$ cat src/rtl/axi_lite_kernel_ctrl_pkg.sv
// Shared register map, CTRL bit positions, response codes and kernel FSM states
// for the kernel-side AXI-Lite control slave.
package axi_lite_kernel_ctrl_pkg;

    localparam logic [11:0] CTRL_OFS = 12'h000;
    localparam logic [11:0] GIE_OFS  = 12'h004;
    localparam logic [11:0] IER_OFS  = 12'h008;
    localparam logic [11:0] ISR_OFS  = 12'h00C;

    localparam logic [9:0] CTRL_WORD = CTRL_OFS[11:2];
    localparam logic [9:0] GIE_WORD  = GIE_OFS[11:2];
    localparam logic [9:0] IER_WORD  = IER_OFS[11:2];
    localparam logic [9:0] ISR_WORD  = ISR_OFS[11:2];

    localparam int unsigned CTRL_AP_START = 0;
    localparam int unsigned CTRL_AP_DONE  = 1;
    localparam int unsigned CTRL_AP_IDLE  = 2;
    localparam int unsigned CTRL_AP_READY = 3;

    localparam logic [1:0] RESP_OKAY   = 2'b00;
    localparam logic [1:0] RESP_SLVERR = 2'b10;

    typedef enum logic {
        ST_IDLE = 1'b0,
        ST_BUSY = 1'b1
    } kstate_e;

endpackage

$ cat src/rtl/axi_lite_slave_chan.sv
// AXI-Lite channel handling: independent AW/W holding registers, commit strobe,
// B response generation and single-outstanding R channel.
module axi_lite_slave_chan
    import axi_lite_kernel_ctrl_pkg::*;
#(
    parameter int unsigned LITE_DWIDTH = 32,
    parameter int unsigned LITE_AWIDTH = 32
)(
    input  logic                     clk,
    input  logic                     resetn,
    input  logic                     i_awvalid,
    output logic                     o_awready,
    input  logic [LITE_AWIDTH-1:0]   i_awaddr,
    input  logic                     i_wvalid,
    output logic                     o_wready,
    input  logic [LITE_DWIDTH-1:0]   i_wdata,
    input  logic [LITE_DWIDTH/8-1:0] i_wstrb,
    output logic                     o_bvalid,
    input  logic                     i_bready,
    output logic [1:0]               o_bresp,
    input  logic                     i_arvalid,
    output logic                     o_arready,
    input  logic [LITE_AWIDTH-1:0]   i_araddr,
    output logic                     o_rvalid,
    input  logic                     i_rready,
    output logic [LITE_DWIDTH-1:0]   o_rdata,
    output logic [1:0]               o_rresp,
    output logic                     o_wr_en,
    output logic [9:0]               o_wr_addr,
    output logic [LITE_DWIDTH-1:0]   o_wr_data,
    output logic [LITE_DWIDTH/8-1:0] o_wr_strb,
    input  logic                     i_wr_err,
    output logic                     o_rd_en,
    output logic [9:0]               o_rd_addr,
    input  logic [LITE_DWIDTH-1:0]   i_rd_data,
    input  logic                     i_rd_err
);

    logic                     r_aw_held;
    logic [9:0]               r_aw_addr;
    logic                     r_w_held;
    logic [LITE_DWIDTH-1:0]   r_wdata;
    logic [LITE_DWIDTH/8-1:0] r_wstrb;
    logic                     r_bvalid;
    logic [1:0]               r_bresp;
    logic                     r_rvalid;
    logic [LITE_DWIDTH-1:0]   r_rdata;
    logic [1:0]               r_rresp;
    logic                     w_commit;
    logic                     w_unused_addr;

    assign w_unused_addr = &{1'b0, i_awaddr[LITE_AWIDTH-1:12], i_awaddr[1:0],
                             i_araddr[LITE_AWIDTH-1:12], i_araddr[1:0]};

    assign o_awready = ~r_aw_held;
    assign o_wready  = ~r_w_held;
    assign o_arready = ~r_rvalid;
    // A pending B response may be retired in the same cycle the next write commits.
    assign w_commit  = r_aw_held & r_w_held & (~r_bvalid | i_bready);

    assign o_wr_en   = w_commit;
    assign o_wr_addr = r_aw_addr;
    assign o_wr_data = r_wdata;
    assign o_wr_strb = r_wstrb;
    assign o_rd_en   = i_arvalid & ~r_rvalid;
    assign o_rd_addr = i_araddr[11:2];

    assign o_bvalid = r_bvalid;
    assign o_bresp  = r_bresp;
    assign o_rvalid = r_rvalid;
    assign o_rdata  = r_rdata;
    assign o_rresp  = r_rresp;

    always_ff @(posedge clk or negedge resetn) begin
        if (!resetn) begin
            r_aw_held <= 1'b0;
            r_aw_addr <= '0;
            r_w_held  <= 1'b0;
            r_wdata   <= '0;
            r_wstrb   <= '0;
            r_bvalid  <= 1'b0;
            r_bresp   <= RESP_OKAY;
            r_rvalid  <= 1'b0;
            r_rdata   <= '0;
            r_rresp   <= RESP_OKAY;
        end else begin
            if (i_awvalid && !r_aw_held) begin
                r_aw_held <= 1'b1;
                r_aw_addr <= i_awaddr[11:2];
            end else if (w_commit) begin
                r_aw_held <= 1'b0;
            end
            if (i_wvalid && !r_w_held) begin
                r_w_held <= 1'b1;
                r_wdata  <= i_wdata;
                r_wstrb  <= i_wstrb;
            end else if (w_commit) begin
                r_w_held <= 1'b0;
            end
            if (w_commit) begin
                r_bvalid <= 1'b1;
                r_bresp  <= i_wr_err ? RESP_SLVERR : RESP_OKAY;
            end else if (i_bready) begin
                r_bvalid <= 1'b0;
            end
            if (o_rd_en) begin
                r_rvalid <= 1'b1;
                r_rdata  <= i_rd_data;
                r_rresp  <= i_rd_err ? RESP_SLVERR : RESP_OKAY;
            end else if (i_rready) begin
                r_rvalid <= 1'b0;
            end
        end
    end

endmodule

$ cat src/rtl/axi_lite_kernel_ctrl_slave.sv
// Kernel-side AXI-Lite control slave: HLS-style CTRL/GIE/IER/ISR, parameter and
// result registers, and the IDLE/BUSY start/done sequencer.
module axi_lite_kernel_ctrl_slave
    import axi_lite_kernel_ctrl_pkg::*;
#(
    parameter int unsigned LITE_DWIDTH   = 32,
    parameter int unsigned LITE_AWIDTH   = 32,
    parameter int unsigned PARAM_NUMBER  = 30,
    parameter int unsigned RESULT_NUMBER = 1,
    parameter int unsigned PARAM_BASE    = 'h020,
    parameter int unsigned RESULT_BASE   = 'h100
)(
    input  logic                        clk,
    input  logic                        resetn,
    input  logic                        s_axi_awvalid,
    output logic                        s_axi_awready,
    input  logic [LITE_AWIDTH-1:0]      s_axi_awaddr,
    input  logic [2:0]                  s_axi_awprot,
    input  logic                        s_axi_wvalid,
    output logic                        s_axi_wready,
    input  logic [LITE_DWIDTH-1:0]      s_axi_wdata,
    input  logic [LITE_DWIDTH/8-1:0]    s_axi_wstrb,
    output logic                        s_axi_bvalid,
    input  logic                        s_axi_bready,
    output logic [1:0]                  s_axi_bresp,
    input  logic                        s_axi_arvalid,
    output logic                        s_axi_arready,
    input  logic [LITE_AWIDTH-1:0]      s_axi_araddr,
    input  logic [2:0]                  s_axi_arprot,
    output logic                        s_axi_rvalid,
    input  logic                        s_axi_rready,
    output logic [LITE_DWIDTH-1:0]      s_axi_rdata,
    output logic [1:0]                  s_axi_rresp,
    output logic                        kernel_start,
    input  logic                        kernel_done,
    output logic [PARAM_NUMBER*32-1:0]  kernel_params,
    input  logic [RESULT_NUMBER*32-1:0] result_data,
    output logic                        interrupt
);

    localparam int unsigned NBYTES    = LITE_DWIDTH / 8;
    localparam logic [9:0]  PARAM_W0  = 10'(PARAM_BASE >> 2);
    localparam logic [9:0]  RESULT_W0 = 10'(RESULT_BASE >> 2);

    logic                   w_wr_en, w_wr_err, w_rd_en, w_rd_err;
    logic [9:0]             w_wr_word, w_rd_word;
    logic [LITE_DWIDTH-1:0] w_wr_data, w_rd_data;
    logic [NBYTES-1:0]      w_wr_strb;
    logic                   w_wr_ctrl, w_wr_gie, w_wr_ier, w_wr_isr, w_wr_param_hit;
    logic                   w_bit0_set, w_ctrl_rd, w_fire, w_done, w_unused_prot;
    kstate_e                r_state, w_state_nxt;
    logic                   r_ap_start, r_ap_done, r_ap_ready, r_gie, r_ier, r_isr;
    logic [31:0]            r_param  [PARAM_NUMBER];
    logic [31:0]            r_result [RESULT_NUMBER];

    assign w_unused_prot = &{1'b0, s_axi_awprot, s_axi_arprot};

    axi_lite_slave_chan #(
        .LITE_DWIDTH (LITE_DWIDTH),
        .LITE_AWIDTH (LITE_AWIDTH)
    ) u_chan (
        .clk       (clk),           .resetn    (resetn),
        .i_awvalid (s_axi_awvalid), .o_awready (s_axi_awready), .i_awaddr (s_axi_awaddr),
        .i_wvalid  (s_axi_wvalid),  .o_wready  (s_axi_wready),
        .i_wdata   (s_axi_wdata),   .i_wstrb   (s_axi_wstrb),
        .o_bvalid  (s_axi_bvalid),  .i_bready  (s_axi_bready),  .o_bresp  (s_axi_bresp),
        .i_arvalid (s_axi_arvalid), .o_arready (s_axi_arready), .i_araddr (s_axi_araddr),
        .o_rvalid  (s_axi_rvalid),  .i_rready  (s_axi_rready),
        .o_rdata   (s_axi_rdata),   .o_rresp   (s_axi_rresp),
        .o_wr_en   (w_wr_en),       .o_wr_addr (w_wr_word),     .o_wr_data (w_wr_data),
        .o_wr_strb (w_wr_strb),     .i_wr_err  (w_wr_err),
        .o_rd_en   (w_rd_en),       .o_rd_addr (w_rd_word),
        .i_rd_data (w_rd_data),     .i_rd_err  (w_rd_err)
    );

    assign w_wr_ctrl  = (w_wr_word == CTRL_WORD);
    assign w_wr_gie   = (w_wr_word == GIE_WORD);
    assign w_wr_ier   = (w_wr_word == IER_WORD);
    assign w_wr_isr   = (w_wr_word == ISR_WORD);
    assign w_wr_err   = ~(w_wr_ctrl | w_wr_gie | w_wr_ier | w_wr_isr | w_wr_param_hit);
    assign w_bit0_set = w_wr_en & w_wr_strb[0] & w_wr_data[0];
    assign w_ctrl_rd  = w_rd_en & (w_rd_word == CTRL_WORD);
    assign w_done     = (r_state == ST_BUSY) & kernel_done;
    assign interrupt  = r_gie & r_isr;

    always_comb begin
        w_wr_param_hit = 1'b0;
        for (int unsigned i = 0; i < PARAM_NUMBER; i++)
            if (w_wr_word == PARAM_W0 + 10'(i)) w_wr_param_hit = 1'b1;
    end

    always_ff @(posedge clk or negedge resetn) begin
        if (!resetn) r_state <= ST_IDLE;
        else         r_state <= w_state_nxt;
    end

    always_comb begin
        w_state_nxt  = r_state;
        w_fire       = 1'b0;
        case (r_state)
            ST_IDLE: if (r_ap_start) begin
                w_fire      = 1'b1;
                w_state_nxt = ST_BUSY;
            end
            ST_BUSY: if (kernel_done) w_state_nxt = ST_IDLE;
            default: w_state_nxt = ST_IDLE;
        endcase
        kernel_start = w_fire;
    end

    // Set sources take priority over clear-on-read and W1-toggle in the same cycle.
    always_ff @(posedge clk or negedge resetn) begin
        if (!resetn) begin
            r_ap_start <= 1'b0;
            r_ap_done  <= 1'b0;
            r_ap_ready <= 1'b0;
            r_gie      <= 1'b0;
            r_ier      <= 1'b0;
            r_isr      <= 1'b0;
            for (int unsigned j = 0; j < RESULT_NUMBER; j++) r_result[j] <= '0;
        end else begin
            r_ap_start <= (w_bit0_set & w_wr_ctrl) | (r_ap_start & ~w_fire);
            r_ap_done  <= w_done | (r_ap_done & ~w_ctrl_rd);
            r_ap_ready <= w_fire | (r_ap_ready & ~w_ctrl_rd);
            if (w_wr_en && w_wr_gie && w_wr_strb[0]) r_gie <= w_wr_data[0];
            if (w_wr_en && w_wr_ier && w_wr_strb[0]) r_ier <= w_wr_data[0];
            r_isr <= (w_done & r_ier) | (r_isr ^ (w_bit0_set & w_wr_isr));
            if (w_done)
                for (int unsigned j = 0; j < RESULT_NUMBER; j++)
                    r_result[j] <= result_data[32*j +: 32];
        end
    end

    always_ff @(posedge clk or negedge resetn) begin
        if (!resetn) begin
            for (int unsigned i = 0; i < PARAM_NUMBER; i++) r_param[i] <= '0;
        end else if (w_wr_en) begin
            for (int unsigned i = 0; i < PARAM_NUMBER; i++)
                for (int unsigned b = 0; b < NBYTES; b++)
                    if (w_wr_word == PARAM_W0 + 10'(i) && w_wr_strb[b])
                        r_param[i][8*b +: 8] <= w_wr_data[8*b +: 8];
        end
    end

    always_comb begin
        for (int unsigned i = 0; i < PARAM_NUMBER; i++) kernel_params[32*i +: 32] = r_param[i];
    end

    always_comb begin
        w_rd_data = '0;
        w_rd_err  = 1'b1;
        if (w_rd_word == CTRL_WORD) begin
            w_rd_data[CTRL_AP_START] = r_ap_start;
            w_rd_data[CTRL_AP_DONE]  = r_ap_done;
            w_rd_data[CTRL_AP_IDLE]  = (r_state == ST_IDLE);
            w_rd_data[CTRL_AP_READY] = r_ap_ready;
            w_rd_err = 1'b0;
        end
        if (w_rd_word == GIE_WORD) begin w_rd_data[0] = r_gie; w_rd_err = 1'b0; end
        if (w_rd_word == IER_WORD) begin w_rd_data[0] = r_ier; w_rd_err = 1'b0; end
        if (w_rd_word == ISR_WORD) begin w_rd_data[0] = r_isr; w_rd_err = 1'b0; end
        for (int unsigned i = 0; i < PARAM_NUMBER; i++)
            if (w_rd_word == PARAM_W0 + 10'(i)) begin w_rd_data = r_param[i]; w_rd_err = 1'b0; end
        for (int unsigned j = 0; j < RESULT_NUMBER; j++)
            if (w_rd_word == RESULT_W0 + 10'(j)) begin w_rd_data = r_result[j]; w_rd_err = 1'b0; end
    end

endmodule

$ cat config.mk
export PLATFORM = sky130hd
export DESIGN_NAME = axi_lite_kernel_ctrl_slave
export DESIGN_NICKNAME = d
export VERILOG_FILES = /design/src/rtl/axi_lite_kernel_ctrl_pkg.sv /design/src/rtl/axi_lite_slave_chan.sv /design/src/rtl/axi_lite_kernel_ctrl_slave.sv
export SDC_FILE = /design/constraint.sdc
export NUM_CORES = 2
export LEC_CHECK = 0
export CAP_MARGIN = 10
export CORE_AREA = 3 3 440 442
export DETAILED_ROUTE_END_ITERATION = 16
export DIE_AREA = 0 0 443 445
export GPL_ROUTABILITY_DRIVEN = 0
export PLACE_DENSITY = 0.48
export SYNTH_ARGS = -nofsm -noshare
export SYNTH_HDL_FRONTEND = slang
export SYNTH_SLANG_ARGS = --single-unit
$ cat constraint.sdc
create_clock -name clk -period 2.6 [get_ports clk]
set_input_delay 0.52 -clock clk [delete_from_list [all_inputs] [get_ports clk]]
set_output_delay 0.52 -clock clk [all_outputs]
set_load 0.05 [all_outputs]
After elaboration in Yosys (flattened, before gate mapping)
Index checks and enable logic that the tools add are counted.
{ "word_totals": {"reg_bits": 1085} }
{ "classes": {"n_reduce_logical": 254, "n_eq_ne": 67, "mux": 113, "bitwise_logic": 31} }
{ "op_table": {"columns": ["operator", "n"], "rows": [
  ["2-to-1 mux 32 bit", 31],
  ["== test 10 x 5 -> 1 bit, second input constant", 32],
  ["AND reduction 2 bit", 120],
  ["== test 10 x 4 -> 1 bit, second input constant", 16],
  ["logical AND 1 bit", 126],
  ["== test 10 x 6 -> 1 bit, second input constant", 12],
  ["2-to-1 mux 1 bit", 78],
  ["== test 10 x 2 -> 1 bit, second input constant", 4],
  ["== test 10 x 1 -> 1 bit, second input constant", 2],
  ["zero test 10 bit", 2],
  ["bitwise AND 1 bit", 14],
  ["== test 10 x 7 -> 1 bit, second input constant", 1],
  ["bitwise OR 1 bit", 9],
  ["nonzero test 2 bit", 4],
  ["NOT 1 bit", 7],
  ["2-to-1 mux 2 bit", 2],
  ["2-to-1 mux 4 bit", 1],
  ["zero test 1 bit", 2],
  ["one-hot mux 1 bit (2 select lines)", 1],
  ["XOR 1 bit", 1]
]} }

Longest topological paths before layout
{ "logic_depth": {"depth_word": 37, "ltp_mapped": 12, "depth_no_buf": 7} }

By module
A second synthesis with hierarchy kept.
{ "unflattened": {"cells_unflattened": 4089, "hier_area_um2": 51006.4} }
{ "modules_own_cells": {"columns": ["module", "n_inst", "cells_each", "area_each_um2"], "rows": [
  ["axi_lite_kernel_ctrl_slave", 1, 3887, 47490.5],
  ["axi_lite_slave_chan", 1, 202, 3515.9]
]} }

Least setup slack after synthesis
OpenSTA, ideal clock, no wires.
{ "synth_path": {"path_type": "input-to-reg", "startpoint": "input s_axi_araddr[9]", "endpoint": "register u_chan.r_rdata[24] (netlist: u_chan.o_rdata[24])", "t_arrival_ns": 2.547, "required_time_ns": 2.508, "cell_stages": 9, "slack_ns": -0.039, "setup_ns": 0.092, "n_path_buf": 2, "path_cell_list": "or4_4 > buf_6 > buf_6 > nor4_4 > a221o_1 > nor2_1 > nor4_2 > a21oi_1 > o31ai_2"} }
{ "synth_via": {"elab_chain_len": 32} }
{ "synth_rtl": {"columns": ["item", "line", "rtl"], "rows": [
  ["from (decl)", "axi_lite_kernel_ctrl_slave.sv:28", "input logic [LITE_AWIDTH-1:0] s_axi_araddr,"],
  ["== test 10 x 4 -> 1 bit", "axi_lite_kernel_ctrl_slave.sv:163", "if (w_rd_word == PARAM_W0 + 10'(i)) begin w_rd_data = r_param[i]; w_rd_err = 1'b0; end"],
  ["2-to-1 mux 32 bit (30 in series)", "axi_lite_kernel_ctrl_slave.sv:163", null],
  ["2-to-1 mux 32 bit (*)", "axi_lite_kernel_ctrl_slave.sv:165", "if (w_rd_word == RESULT_W0 + 10'(j)) begin w_rd_data = r_result[j]; w_rd_err = 1'b0; end"],
  ["to (signal assigned)", "axi_lite_slave_chan.sv:108", "r_rdata <= i_rd_data;"],
  ["to (decl)", "axi_lite_slave_chan.sv:47", "logic [LITE_DWIDTH-1:0] r_rdata;"]
]} }
Mark *: on every way between the ends. The rest lies on a longest branch, timed or not.
A chain may end at the register's enable or synchronous reset.

Final worst setup path
{ "layout_path": {"startpoint": "register u_chan.r_aw_addr[7] (netlist: u_chan.o_wr_addr[7])", "endpoint": "register r_param, in the netlist kernel_params[781]"} }
{ "layout_via": {"elab_chain_len": 3} }
{ "layout_rtl": {"columns": ["item", "line", "rtl"], "rows": [
  ["from (decl)", "axi_lite_slave_chan.sv:40", "logic [9:0] r_aw_addr;"],
  ["from (signal assigned)", "axi_lite_slave_chan.sv:89", "r_aw_addr <= i_awaddr[11:2];"],
  ["== test 10 x 6 -> 1 bit", "axi_lite_kernel_ctrl_slave.sv:140", "if (w_wr_word == PARAM_W0 + 10'(i) && w_wr_strb[b])"],
  ["logical AND 1 bit", "axi_lite_kernel_ctrl_slave.sv:140", null],
  ["AND reduction 2 bit (no source line)", null, null],
  ["to (signal, indexed assignment)", "axi_lite_kernel_ctrl_slave.sv:141", "r_param[i][8*b +: 8] <= w_wr_data[8*b +: 8];"],
  ["to (decl)", "axi_lite_kernel_ctrl_slave.sv:53", "logic [31:0] r_param [PARAM_NUMBER];"]
]} }
No other way between the ends.

==> impl_metrics.toml <==
[worst_setup_path]
cp_data_required_time_ps = 3280
r2r_cells = 7
cp.arrival_ps = 3470
r2r_slack_ps = -190
endpoint_kind = "register"
r2r-end = "kernel_params[781]"
critical_path_class = "register to register"
timing.rr.start = "u_chan.o_wr_addr[7]"
critPathMaxFanout = 8
cp-start-kind = "register"

[synth]
synth_compound_area_share_pct = 11.5
synth.most_common_cell = "dfrtp_1"
dominantRegCellSynth = "dfrtp_1"
yosys-top-cells-area = "dfrtp_1 (53%), mux2_2 (23%), o21ai_0 (2.2%), nand2_1 (1.7%), clkbuf_1 (1.6%)"
yosys_warnings = 0
yosys.area_share.simple_pct = 7.59
synthAdderAreaFrac_pct = 0
synth_largest_area_cell = "dfrtp_1"
ys_seq_area_share_pct = 53.2
synth_top_family_by_area = "multiplexers"
netlist_area_mm2 = 0.0510
netlist_top_cells_count = "dfrtp_1 (1,083), mux2_2 (1,058), nand2_1 (236)"
synth.area.mux_share_pct = 25.1
ys_types = 91
synth_xor_area_share_pct = 0.0344
synth_top_area_share_pct = 53.2
ys_ff_latch = 1083
synth_edf_count = 0
synth_cells = 4151
async_flop_share_pct = 100
syn_avg_cell_area_um2 = 12.3

[placement]
port_buffers = 1096
hpwlAfterDp_um = 274000
placed_area_mm2 = 0.0730

[floorplan]
start_util_pct = 26.8
die_area_mm2 = 0.197
pin_count = 1149
die_w_um = 443
core_mm2 = 0.190
fp.dieH_um = 445
fp-row-count = 160

[layout]
drive_gt1_share_pct = 44.5
syn2layout_area_growth_pct = 58.2
layout.nets = 6238
stdcell_area_mm2 = 0.0806

[power]
power_density_mw_per_mm2 = 672
peakVddDrop_mv = 0.637
p_leak_nw = 41.0

[timing]
worst_pin_slew_ps = 1290
rsz0062_at_grt = "yes"
setup_viol = 482
setup_slack_ps = -186
drv_slew = 0
hold_ws_ps = 287
fin_skew_ps = 34.2
slew_headroom_pct = 14.3
fin_crit_ps = 2790
fmaxAchievable_ghz = 0.359
hold_viol = 0
finalCritPeriodShare_pct = 107

[global_routing]
grt_pass1_vias = 48600
grt_pass1_wl_um = 453000
grt_usage_pct = 33.6
antenna_found_initial = 14
grt-ovfl-total = 0
grt_max_degree = 90

[detailed_routing]
dr.pass1.iters = 5
first_iter_violations = 5094
final_antenna_net_count = 0
avgRoutedWirePerCell_um = 39.3
via_count = 48400
viasPerCell = 5.56
drc = 0
drt_wl_total_um = 342000

[cts]
clkTransAtPathRegs_ps = 60
numCtsBuffers = 135
clkSinkCount = 1083
clockRootBuffer = "clkbuf_16"
htree_levels = 4
clock_latency_ps = 830
cts_tree = "built"
cts_buffer_depth = 3

[run_status]
status = "finished with violations"
violations = "negative setup slack"

[flow_run]
maxCapViolCount = 0

[min_path]
hp-class = "input pin to async pin"
## cell type report
class	count	area, um2
Clock inverter	47	731
Clock buffer	192	3930
Multi-Input combinational cell	2758	25700
Tap cell	2511	3140
Timing Repair Buffer	2102	19900
Fill cell	18400	109000
Antenna cell	11	27.5
Inverter	12	45.0
Sequential cell	1083	27100
## cell usage in the layout, fill, tap and decap left out, types with 43 or more instances in the layout
cell             netlist  routed
a21oi_1              154     139
buf_12                 0     171
dlygate4sd2_1          0     782
o22ai_1               68      67
dfrtp_1             1083    1065
a22oi_1               45      43
mux2_4                 0     359
nand2_1              236     184
buf_4                  6     851
mux2i_1               53      53
buf_6                  4      83
o21ai_0              224     202
nand3_1               65      47
clkbuf_16              0     139
mux2_2              1058     699
nor2_1               187     140
nor2_4                 4      65
clkdlybuf4s50_1        0     181
a221oi_1              70      63
## through the flow
stage	setup slack, ps	utilization (%)	total power (W)	setup TNS, ps	cells
finish	-186	42.4	0.0542	-27700	8716
global route	-217	42.4	0.0555	-57500	8712
CTS	-188	41.7	0.0539	-36930	8686
detailed placement	-1990	38.4	0.0335	-206960	8428
global placement	-2060	38.4	0.0334	-193730	8428
floorplan	-33.3	-	0.0258	-2010	4152
## how the worst max path moves through the flow
stage	cells past startpoint	slack (ps)	from	to
final	7	-190	u_chan.o_wr_addr[7]	kernel_params[781]
after global routing	7	-220	u_chan.o_wr_addr[7]	kernel_params[787]
after CTS	9	-190	u_chan.o_wr_addr[8]	kernel_params[900]
after detailed placement	12	-1990	s_axi_araddr[9]	u_chan.o_rdata[21]
after global placement	12	-2060	s_axi_araddr[9]	u_chan.o_rdata[21]
after floorplan	9	-30	s_axi_araddr[9]	u_chan.o_rdata[24]
## power by group
group	leakage (nW)	internal, W	switching (W)	total [W]
clock	2.29	0.0119	0.00820	0.0201
combinational	23.8	0.00372	0.00808	0.0118
sequential	14.9	0.0182	0.00416	0.0223
## worst max-delay path, stage by stage, from the launching register on
cell     delay (ps)
dfrtp_1         380
or4_4           600
or3b_4          440
or4_4           460
buf_12          170
nor2_4          120
buf_12          150
mux2_4          300
## registers in the layout, summed over array words and instances (netlist names), 4 cells and up
signal and count:
u_chan.o_wr_data 32, u_chan.o_wr_strb 4, u_chan.o_rdata 32, u_chan.o_wr_addr 10, kernel_params 960, r_result 32
## metal layers
layer	wire, um	part of all wire (%)	track usage [%]
met5	53	0.015	0
met3	27100	7.9	8.43
met1	132000	39	40.7
met2	156000	46	53.6
met4	27000	7.9	21.0
## logic make-up (layout without fill, tap and decap cells)
family | after synthesis | after routing
multiplexers | 1127 | 1127
other | 1 | 13
AO/OA/AOI/OAI | 866 | 866
flip-flops | 1083 | 1083
buffers and inverters | 311 | 2353
AND/OR/NAND/NOR | 761 | 761
XOR/XNOR | 2 | 2
## repair_timing
| item | 4_1_cts | 5_1_grt |
|---|---|---|
| endpoints found under the hold margin | 39 | 0 |
| setup buffers | 25 | 31 |
| resized for setup | 1395 | 315 |
| setup endpoints to repair | 1740 | 986 |
| gates cloned | 5 | 2 |
| hold buffers | 1 | 0 |
| pin swaps | 73 | 91 |
No activity file was read; power rests on OpenSTA's default activity.
